## src/rtl/seg7_scan_decoder.sv

```systemverilog
// seg7_scan_decoder: recovers hex digits from a multiplexed, active-low
// 7-segment display scan. Inputs are registered once, each digit pattern must
// stay stable for STABLE_CYC registered samples before it is captured, and a
// frame completes once all four digits have been captured.
module seg7_scan_decoder #(
    parameter int unsigned STABLE_CYC = 4
) (
    input  logic        clk,
    input  logic        rst_n,
    input  logic [6:0]  seg_in,
    input  logic [3:0]  an_in,
    output logic [15:0] hex_out,
    output logic [3:0]  digit_err,
    output logic        frame_valid,
    output logic        update
);

    localparam logic [7:0] C_STABLE = 8'(STABLE_CYC);

    logic [6:0]  r_seg_q;
    logic [3:0]  r_an_q;
    logic [10:0] r_prev;
    logic [7:0]  r_cnt;
    logic [3:0]  r_seen;

    logic        w_onehot;
    logic [1:0]  w_idx;
    logic        w_same;
    logic        w_capture;
    logic        w_legal;
    logic [3:0]  w_nib;
    logic [3:0]  w_cap_mask;

    // Select the active digit; blank or multiple enables mean no digit.
    always_comb begin
        w_onehot = 1'b1;
        w_idx    = 2'd0;
        case (r_an_q)
            4'b1110: w_idx = 2'd0;
            4'b1101: w_idx = 2'd1;
            4'b1011: w_idx = 2'd2;
            4'b0111: w_idx = 2'd3;
            default: w_onehot = 1'b0;
        endcase
    end

    // Map active-low segment codes to hex values; anything else is illegal.
    always_comb begin
        w_legal = 1'b1;
        w_nib   = 4'h0;
        case (r_seg_q)
            7'h40: w_nib = 4'h0;
            7'h79: w_nib = 4'h1;
            7'h24: w_nib = 4'h2;
            7'h30: w_nib = 4'h3;
            7'h19: w_nib = 4'h4;
            7'h12: w_nib = 4'h5;
            7'h02: w_nib = 4'h6;
            7'h78: w_nib = 4'h7;
            7'h00: w_nib = 4'h8;
            7'h10: w_nib = 4'h9;
            7'h08: w_nib = 4'hA;
            7'h03: w_nib = 4'hB;
            7'h46: w_nib = 4'hC;
            7'h21: w_nib = 4'hD;
            7'h06: w_nib = 4'hE;
            7'h0E: w_nib = 4'hF;
            default: w_legal = 1'b0;
        endcase
    end

    // Capture fires on the edge where the counter steps up to STABLE_CYC,
    // so a saturated counter never re-captures the same pattern.
    always_comb begin
        w_same     = ({r_an_q, r_seg_q} == r_prev);
        w_capture  = w_onehot && w_same && (r_cnt == C_STABLE - 8'd1);
        w_cap_mask = w_capture ? (4'b0001 << w_idx) : 4'b0000;
    end

    // Input registers, previous-sample history and stability counter.
    always_ff @(posedge clk) begin
        if (!rst_n) begin
            r_seg_q <= 7'h7F;
            r_an_q  <= 4'hF;
            r_prev  <= {4'hF, 7'h7F};
            r_cnt   <= '0;
        end else begin
            r_seg_q <= seg_in;
            r_an_q  <= an_in;
            r_prev  <= {r_an_q, r_seg_q};
            if (!w_onehot)
                r_cnt <= '0;
            else if (!w_same)
                r_cnt <= 8'd1;
            else if (r_cnt < C_STABLE)
                r_cnt <= r_cnt + 8'd1;
        end
    end

    // Digit capture, seen tracking and frame completion.
    always_ff @(posedge clk) begin
        if (!rst_n) begin
            hex_out     <= '0;
            digit_err   <= '0;
            frame_valid <= 1'b0;
            update      <= 1'b0;
            r_seen      <= '0;
        end else begin
            update <= 1'b0;
            // A capture in the clearing cycle starts the next frame's seen set.
            if (r_seen == 4'hF) begin
                update      <= 1'b1;
                frame_valid <= ~|digit_err;
                r_seen      <= w_cap_mask;
            end else begin
                r_seen <= r_seen | w_cap_mask;
            end
            for (int unsigned i = 0; i < 4; i++) begin
                if (w_cap_mask[i]) begin
                    if (w_legal) begin
                        hex_out[4*i +: 4] <= w_nib;
                        digit_err[i]      <= 1'b0;
                    end else begin
                        digit_err[i]      <= 1'b1;
                    end
                end
            end
        end
    end

endmodule

```

## config.mk

```make
export PLATFORM = sky130hd
export DESIGN_NAME = seg7_scan_decoder
export DESIGN_NICKNAME = d
export VERILOG_FILES = /design/src/rtl/seg7_scan_decoder.sv
export SDC_FILE = /design/constraint.sdc
export NUM_CORES = 1
export LEC_CHECK = 0
export BUFFER_PORTS_ARGS = -buffer_cell sky130_fd_sc_hd__buf_2
export CORE_MARGIN = 3
export CORE_UTILIZATION = 55
export CTS_CLUSTER_DIAMETER = 200
export DETAILED_ROUTE_END_ITERATION = 8
export GPL_TIMING_DRIVEN = 0
export HOLD_SLACK_MARGIN = 0.12
export PLACE_DENSITY = 0.85
export RECOVER_POWER = 50
export SETUP_SLACK_MARGIN = 0.3
export SLEW_MARGIN = 10
export SYNTH_ARGS = -nofsm -noshare
export SYNTH_HDL_FRONTEND = slang
export SYNTH_SLANG_ARGS = --single-unit
```

## constraint.sdc

```tcl
create_clock -name clk -period 2.4 [get_ports clk]
set_input_delay 0.12 -clock clk [delete_from_list [all_inputs] [get_ports clk]]
set_output_delay 0.12 -clock clk [all_outputs]
set_load 0.02 [all_outputs]
```

==> metrics.yaml, run 1 <==
antenna_found_initial: 0
cellLeakagePower_nw: 1.347
cap_viol_max_count: 0
synth_top_area_cell: "dfxtp_1"
post_synth_main_area_contributors: "dfxtp_1, nand2b_1, a311oi_1"
drc_errors: 0
synthTopCellsByCount: "dfxtp_1, nor2_1, nand2b_1"
ir_drop_mv: 0.3369
yosysSeqAreaShare_pct: 43.94
use_met2_pct: 39.07
grt_use_met3_pct: 5.405
via_per_inst: 5.863
grt_pass1_vias: 2062
hold_path_end: "hex_out[10]"
clock-sinks: 56
num_rows: 24
r2r_end: "hex_out[9]"
reg2reg_depth: 6
fin_setup_tns_ns: 0
instances_no_fill: 395
r2r_slack_ns: 0.29
fin_crit_sh_pct: 87.90
die_area_sq_um: 5492
use_met1_pct: 30.00
root_buffer: "clkbuf_8"
grt_busiest_layer: "met2"
synthSimpleGateAreaFrac_pct: 28.10
max_slew.worst_pin.slew_ns: 0.6019
place_congestion: 0.8614
path_clk_slew_ns: 0.10
num_vias: 2316
power_density_nw_per_um2: 498.2
grt_pass1_wl_mm: 9.894
fmax_ghz: 0.4740
p_int_mw: 1.248
dpl.cell_count: 353
max_slew_margin_pct: 59.43
wl_mm: 6.493
skew_ns: 0.008710
ios: 35
end_kind: "flip-flop"
min_path_cells: 2
num_antenna_cells: 0
cts_inserted_buffers: 5
fin_area_sq_um: 3374
postRouteAntennaNets: 0
setup_violations: 0
coreArea_sq_um: 4414
switching_share_pct: 25.75
grt_usage_pct: 23.46
cp.arrival_ns: 2.34
syn-num-nets: 281
synth_top_area_share_pct: 43.94
p_seq_share_pct: 57.5
dr.pass1.iters: 4
synth.distinct_cells: 54
crit_required_ns: 2.63
r2r_start: "r_seg_q[2]"
grt_max_degree: 16
cp_max_fo: 7
final_layout_size_suffix_gt1_share_pct: 25.36
switchingPower_mw: 0.4329
grt-ovfl-total: 0
yosysWarnings: 0
cts.htree.levels: 2
layout_min_cycle_time_ns: 2.110
dpl_cell_area_sq_um: 2786
insertion_delay_ns: 0.32
synth_top_family_by_area: "simple AND/OR/NAND/NOR gates"
netlist_instances: 267
hold_violations: 0
synth-main-ff-cell: "dfxtp_1"
wl_per_cell_microns: 16.44
die_y_microns: 74.11
die_w_microns: 74.11
min-delay-start: "hex_out[10]"
io_buffers: 34
tritoncts: "yes"
ys_async_sr_fraction_pct: 0
worstSetupPathType: "reg -> reg"
dr.first_iter.drc_count: 159
rsz0062_at_grt: "yes"
synthMuxAreaShare_pct: 1.962
yosysMostFrequentCell: "dfxtp_1"
slew_violations: 0
synth.avg_cell_area_sq_um: 9.555
clk_path_buf_depth: 2
crit_path_start: "r_seg_q[2]"
status: "finished, final reports clean"
syn_to_final_growth_pct: 32.27
syn_area_sq_um: 2551
pwr-share-comb_pct: 13.0
dpl.hpwl_mm: 3.903
min_path_type: "reg -> reg"
synth_adder_area_share_pct: 0.4904
fin_nets: 357
synth_edf_count: 0
synth-seq-cells: 56
synth_xor_area_share_pct: 4.806
worst_setup_path_start_kind: "flip-flop"
synth_compound_area_share_pct: 17.02
clkPwrFrac_pct: 29.4
initial_core_util_pct: 57.79
[timing repair]
action                     4_1_cts  5_1_grt
setup buffers                   10       13
hold buffers                    12        0
setup endpoints to repair       23       30
cloned                           0        0
pin swaps                        7       13
hold endpoints to repair        12        0
resized for setup               15       35
[placed cells by master (no fill, tap or decap), drive strengths merged, types with 3 or more instances in the layout]
master	n
a21oi	10
dlygate4sd3	12
nand2	17
nand2b	24
clkbuf	36
mux2i	5
nand3	8
buf	43
a311oi	12
xnor2	12
o22ai	5
and4b	3
and2	5
nor2	28
nand4	4
dfxtp	56
nor3	3
nor4	7
o31ai	12
o211ai	4
[critical path: stages, from the launching register on]
cell and delay, ns:
dfxtp_4 0.37, buf_8 0.13, or3_4 0.39, or4b_4 0.51
a21oi_4 0.29, nor2_4 0.09, a311oi_1 0.24
[worst max-delay path by stage]
stage                        to  slack, ns
finish               hex_out[9]       0.29
global route           r_cnt[1]       0.24
CTS                    r_cnt[1]       0.26
detailed placement  hex_out[12]      0.007
global placement    hex_out[12]       0.08
floorplan            hex_out[0]       0.41
[registers in the layout (all words and copies together), names as in the netlist]
register,count
r_seen,4
frame_valid,1
r_prev,11
update,1
digit_err,4
r_seg_q,7
hex_out,16
r_an_q,4
r_cnt,8
[final cells by class]
type	instances	area [sq um]
sequential	56	1134
tap	52	65.06
clock buffer	6	72.57
fill	303	1040
buffer	16	115.1
timing repair buffer	69	434.2
multi-input combinational	194	1545
clock inverter	1	5.005
inverter	1	3.754
[power groups by stage]
stage / Combinational (mW) / Clock (mW) / Sequential (mW)
final: 0.219 / 0.495 / 0.967
after global routing: 0.237 / 0.541 / 0.970
after CTS: 0.181 / 0.499 / 0.965
after detailed placement: 0.147 / 0 / 0.985
after global placement: 0.142 / 0 / 0.984
after floorplan: 0.114 / 0 / 0.981
[cells by family after synthesis]
family	Yosys count
fa+ha+maj	1
compound gates	57
xor+xnor	14
simple gates	117
flops	56
buf+inv	17
mux	5
[per-layer routing]
metal / part of all wire (%) / vias up
li1: - / 1130
met1: 42 / 1110
met2: 52 / 60
met3: 4.0 / 16
met4: 2.7 / 0
met5: 0 / -
[stage by stage]
stage	hold WS (ns)	worst slack [ns]	utilization (%)	total power [mW]
after floorplan	0.2154	0.4121	-	1.095
after global placement	0.2992	0.08146	63.12	1.126
after detailed placement	0.3025	0.007255	63.12	1.133
after CTS	0.4771	0.2555	71.57	1.644
after global routing	0.5043	0.2400	76.45	1.748
final	0.4785	0.2903	76.45	1.681
(Power assumes the default switching activity.)
==> inputs of run 2 (changes only) <==
--- a/config.mk
+++ b/config.mk
@@ -7,12 +7,12 @@
 export LEC_CHECK = 0
 export BUFFER_PORTS_ARGS = -buffer_cell sky130_fd_sc_hd__buf_2
 export CORE_MARGIN = 3
-export CORE_UTILIZATION = 55
+export CORE_UTILIZATION = 51
 export CTS_CLUSTER_DIAMETER = 200
 export DETAILED_ROUTE_END_ITERATION = 8
 export GPL_TIMING_DRIVEN = 0
 export HOLD_SLACK_MARGIN = 0.12
-export PLACE_DENSITY = 0.85
+export PLACE_DENSITY = 0.83
 export RECOVER_POWER = 50
 export SETUP_SLACK_MARGIN = 0.3
 export SLEW_MARGIN = 10
==> constraint.sdc (replaced) <==
create_clock -name clk -period 1.8 [get_ports clk]
set_input_delay 0.09 -clock clk [delete_from_list [all_inputs] [get_ports clk]]
set_output_delay 0.09 -clock clk [all_outputs]
set_load 0.02 [all_outputs]
==> run 2 against run 1 <==
The flow now finishes with violations (setup timing). First-iteration DRC count rose by 42%. Count of clock-buffer cells in the layout unchanged. Routed wire length grew 33%. Clock power is 45% higher. Register-to-register slack worse by 0.64 ns. Worst hold slack worse by 0.21 ns. Critical path depth unchanged. Maximum frequency shrank 2.0%. Non-clock buffer count increased by 30.
==> metrics.yaml, run 2 (synthesis gave the netlist of run 1 again) <==
status: "finished, violations left"
violations: "setup timing"
r2r_slack_ns: -0.35
max_slew_margin_pct: 61.06
grt_usage_pct: 26.55
wl_per_cell_microns: 19.54
num_rows: 25
layout_commonest_cell: "dfxtp_1"
wl_mm: 8.619
place_congestion: 0.8045
dr_wl_met3_microns: 407
power_density_nw_per_um2: 601.4
hold_path_end: "r_cnt[2]"
hold_violations: 0
rsz0062_at_grt: "yes"
drt-met1-wl_mm: 3.423
tritoncts: "yes"
final.setup.worst_slack_ns: -0.3524
r2r_end: "hex_out[9]"
end_kind: "flip-flop"
top_register: "hex_out"
insertion_delay_ns: 0.33
cellLeakagePower_nw: 1.746
die_y_microns: 76.73
r2r_start: "r_seg_q[6]"
grt_pass1_vias: 2607
top_layer: "met4"
setup_violations: 26
pwr-share-comb_pct: 17.0
via_per_inst: 5.914
slew_violations: 0
drc_errors: 0
wl_met2_mm: 4.370
cp.arrival_ns: 2.37
largest_register_ffs: 16
antenna_found_initial: 0
root_buffer: "clkbuf_8"
num_antenna_cells: 0
skew_ns: 0.01776
cts.htree.levels: 2
fmax_ghz: 0.4646
worstSetupPathType: "reg -> reg"
clock-sinks: 56
dpl.hpwl_mm: 3.923
ios: 35
ir_drop_mv: 0.5049
max_slew.worst_pin.slew_ns: 0.5778
switchingPower_mw: 0.6704
dr.pass1.iters: 4
p_seq_share_pct: 53.4
switching_share_pct: 27.68
p_int_mw: 1.752
grt-ovfl-total: 0
initial_core_util_pct: 53.31
io_buffers: 34
layout_min_cycle_time_ns: 2.152
dr.first_iter.drc_count: 225
clkPwrFrac_pct: 29.6
layout_common_cells: "dfxtp_1, buf_4, buf_2"
grt_pass1_wl_mm: 12.59
post-route-util_pct: 84.16
die_w_microns: 76.73
worst_setup_path_start_kind: "flip-flop"
cts_inserted_buffers: 5
fin_nets: 387
num_vias: 2608
final_layout_size_suffix_gt1_share_pct: 44.92
cp_max_fo: 10
min_path_type: "in -> reg"
coreArea_sq_um: 4786
die_area_sq_um: 5887
path_clk_slew_ns: 0.11
dpl.cell_count: 368
reg_top3: "hex_out x16, r_prev x11, r_cnt x8"
power_mw: 2.422
fin_setup_tns_ns: -3.910
min-delay-start: "rst_n"
fin_crit_sh_pct: 119.6
min_path_cells: 3
grt_max_degree: 18
crit_required_ns: 2.02
postRouteAntennaNets: 0
syn_to_final_growth_pct: 57.87
clk_path_buf_depth: 2
instances_no_fill: 441
cap_viol_max_count: 0
reg2reg_depth: 6
==> run 2: power by group through the flow <==
| stage | sequential (mW) | clock, mW | combinational (mW) |
|---|---|---|---|
| 3_3_place_gp | 1.32 | 0 | 0.253 |
| 3_5_place_dp | 1.32 | 0 | 0.259 |
| 2_1_floorplan | 1.31 | 0 | 0.213 |
| 5_1_grt | 1.30 | 0.774 | 0.429 |
| 6_report | 1.29 | 0.718 | 0.411 |
| 4_1_cts | 1.29 | 0.706 | 0.347 |
==> run 2: layer usage <==
metal  vias up  global-route usage, %
met2       108                  47.13
met5         -                      0
met1      1269                  31.30
met3        38                  4.460
met4         0                  11.59
li1       1193                      -
==> run 2: stage by stage <==
step	area [sq um]	setup WS, ns	hold slack [ns]
floorplan	2805	-0.05865	0.1853
global placement	3059	-0.2895	0.2695
detailed placement	3059	-0.3700	0.2729
CTS	3815	-0.1707	0.2677
global route	4028	-0.4304	0.2757
finish	4028	-0.3524	0.2699
==> run 2: area by class of cell <==
class / count / area (sq um)
repair buffers: 99 / 765.7
clock inverters: 2 / 16.27
fillers: 236 / 758.2
clock buffers: 6 / 72.57
multi-input cells: 194 / 1770
well taps: 67 / 83.83
flip-flops and latches: 56 / 1144
plain buffers: 16 / 171.4
inverters: 1 / 3.754
==> run 2: repair_timing <==
action | 4_1_cts | 5_1_grt
gates cloned | 1 | 0
pin swaps | 20 | 9
endpoints found under the setup margin | 32 | 32
resized for setup | 44 | 22
hold buffers | 12 | 0
buffers inserted | 40 | 12
endpoints found under the hold margin | 12 | 0
==> run 2: how the worst max path moves through the flow <==
stage          cells past startpoint          end  slack [ns]  startpoint
2_1_floorplan                      6  hex_out[13]       -0.06  r_seg_q[3]
3_3_place_gp                       8   hex_out[1]       -0.29  r_seg_q[1]
3_5_place_dp                       8   hex_out[1]       -0.37  r_seg_q[1]
4_1_cts                            6   hex_out[5]       -0.17  r_seg_q[3]
5_1_grt                            6   hex_out[9]       -0.43  r_seg_q[3]
6_report                           6   hex_out[9]       -0.35  r_seg_q[6]
==> run 2: critical path, stage by stage (launching register included) <==
cell	delay, ns
dfxtp_4	0.39
buf_12	0.15
or3_4	0.33
or4b_4	0.50
a21oi_4	0.24
o31ai_1	0.12
a311oi_1	0.32
==> inputs of run 3 (changes only) <==
--- a/config.mk
+++ b/config.mk
@@ -5,6 +5,7 @@
 export SDC_FILE = /design/constraint.sdc
 export NUM_CORES = 1
 export LEC_CHECK = 0
+export ABC_AREA = 1
 export BUFFER_PORTS_ARGS = -buffer_cell sky130_fd_sc_hd__buf_2
 export CORE_MARGIN = 3
 export CORE_UTILIZATION = 51
@@ -15,7 +16,7 @@
 export PLACE_DENSITY = 0.83
 export RECOVER_POWER = 50
 export SETUP_SLACK_MARGIN = 0.3
-export SLEW_MARGIN = 10
 export SYNTH_ARGS = -nofsm -noshare
 export SYNTH_HDL_FRONTEND = slang
 export SYNTH_SLANG_ARGS = --single-unit
+export TNS_END_PERCENT = 5
==> run 3 against run 2 <==
The run now ends clean. First-iteration DRC count fell by 56%. Largest power group unchanged. Synthesized area fell by 0.15%. Non-clock buffer count decreased by 50.
==> metrics.yaml, run 3 <==
status: "finished, final reports clean"
wl_per_cell_microns: 12.20
top_register: "hex_out"
cp.arrival_ns: 1.87
crit_required_ns: 2.02
fin_area_sq_um: 3231
worstSetupPathType: "reg -> reg"
switching_share_pct: 26.80
clkPwrFrac_pct: 32.6
switchingPower_mw: 0.6053
path_clk_slew_ns: 0.11
ir_drop_mv: 0.4900
grt_pass1_wl_mm: 10.21
p_seq_share_pct: 57.3
initial_core_util_pct: 53.23
instances_no_fill: 473
post_synth_main_area_contributors: "dfxtp_1, nand2_1, nor2_1"
synthTopCellsByCount: "nand2_1, dfxtp_1, nor2_1"
place_ws_ns: 0.08001
drc_errors: 0
reg_top3: "hex_out x16, r_prev x11, r_cnt x8"
io_buffers: 34
antenna_found_initial: 0
min_path_type: "in -> reg"
layout_min_cycle_time_ns: 1.648
rsz0062_at_grt: "yes"
cellLeakagePower_nw: 1.395
seq_area_sq_um: 1146
synth_top_area_cell: "dfxtp_1"
dr.first_iter.drc_count: 98
synth_edf_count: 0
wl_mm: 5.771
clk_path_buf_depth: 2
cts_inserted_buffers: 5
max_slew.worst_pin.slew_ns: 0.5869
dpl.cell_count: 440
ios: 35
place_congestion: 0.8875
netlist_instances: 339
die_w_microns: 76.68
cts.htree.levels: 2
final_layout_size_suffix_gt1_share_pct: 31.77
insertion_delay_ns: 0.32
slew_violations: 0
final.setup.worst_slack_ns: 0.1523
yosysMostFrequentCell: "nand2_1"
fin_nets: 419
post-route-util_pct: 67.50
setup_violations: 0
hold_ws_ns: 0.1908
yosysSeqAreaShare_pct: 44.01
grt-ovfl-total: 0
end_kind: "flip-flop"
die_y_microns: 76.68
via_per_inst: 4.882
hold_violations: 0
pwr-share-comb_pct: 10.2
cap_viol_max_count: 0
cp_max_fo: 5
dpl.hpwl_mm: 3.980
grt_max_degree: 21
power_mw: 2.259
power_density_nw_per_um2: 699.1
fin_setup_tns_ns: 0
skew_ns: 0.01366
synth-main-ff-cell: "dfxtp_1"
synth.distinct_cells: 29
max_slew_margin_pct: 60.88
dr.pass1.iters: 4
num_vias: 2309
num_antenna_cells: 0
fin_crit_sh_pct: 91.54
syn-num-nets: 353
synth_top_area_share_pct: 44.01
syn_area_sq_um: 2547
root_buffer: "clkbuf_8"
tritoncts: "yes"
num_rows: 25
postRouteAntennaNets: 0
clock-sinks: 56
p_int_mw: 1.653
yosysWarnings: 0
fmax_ghz: 0.6069
layout_common_cells: "nand2_1, dfxtp_1, inv_1"
die_area_sq_um: 5879
syn_to_final_growth_pct: 26.82
ys_async_sr_fraction_pct: 0
coreArea_sq_um: 4786
grt_usage_pct: 21.20
largest_register_ffs: 16
layout_commonest_cell: "nand2_1"
worst_setup_path_start_kind: "flip-flop"
synth.avg_cell_area_sq_um: 7.515
synth-seq-cells: 56
dpl_cell_area_sq_um: 2801
grt_pass1_vias: 2320
fillers: 407
multi_input_area_sq_um: 1340
-- run 3: cell types whose count changed in the layout (fill, tap and decap cells not counted), sizes merged, moves of 6 or more --
cell    change
nand2      +91
nor4        -6
buf        -68
xnor2       -8
nand3      +13
nor2       +16
inv        +46
a21oi      +16
o31ai      -12
or2        +10
nand2b     -24
a311oi     -12
clkbuf     +17
-- run 3: critical path, stage by stage, from the launching register on --
cell,delay [ns]
dfxtp_1,0.44
inv_2,0.09
nand2_2,0.10
nor2_4,0.05
nand2_1,0.10
nand3_2,0.12
nor2_4,0.13
nand3_4,0.11
buf_2,0.17
a21oi_1,0.17
nor2_1,0.06
-- run 3: power by group through the flow --
stage / Combinational (mW) / Sequential [mW] / Clock [mW]
2_1_floorplan: 0.137 / 1.31 / 0
3_3_place_gp: 0.174 / 1.32 / 0
3_5_place_dp: 0.177 / 1.32 / 0
4_1_cts: 0.224 / 1.29 / 0.756
5_1_grt: 0.257 / 1.30 / 0.806
6_report: 0.230 / 1.29 / 0.735
-- run 3: layout make-up --
cell class	count	area share (%)
multi-input combinational	232	41.48
sequential	56	35.48
timing repair buffer	59	11.15
inverter	45	5.306
tap	67	2.595
clock buffer	5	2.130
buffer	6	0.9682
clock inverter	3	0.8908
-- run 3: final timing paths --
path              startpoint           to  slack, ns  depth (start not counted)
hold reg to reg     r_cnt[4]     r_cnt[4]       0.44                          2
setup reg to reg  r_seg_q[6]  hex_out[14]       0.15                         10
setup / recovery  r_seg_q[6]  hex_out[14]       0.15                         10
hold / removal         rst_n    r_prev[0]       0.19                          3
-- run 3: what timing repair did --
item | CTS | global route
hold buffers | 12 | 0
setup buffers | 10 | 2
hold endpoints to repair | 12 | 0
gates resized for setup | 44 | 1
pin swaps | 13 | 4
gates cloned | 1 | 0
endpoints found under the setup margin | 24 | 31
-- run 3: per-layer routing --
metal  up-vias  GRT usage (%)  routed length, microns
met5         -              0                       0
met4         0          7.246                     107
met3        11          4.108                     249
met2        57          38.41                    2963
met1      1056          24.78                    2451
li1       1185              -                       -
-- run 3: logic make-up after synthesis --
logic type,after synthesis,synth area share (%)
and+or+nand+nor,197,38.85
DFF,56,44.01
buffers and inverters,51,7.858
AOI/OAI and AO/OA,29,7.073
xor gates and xnor gates,5,1.719
adders and majority gates,1,0.4911
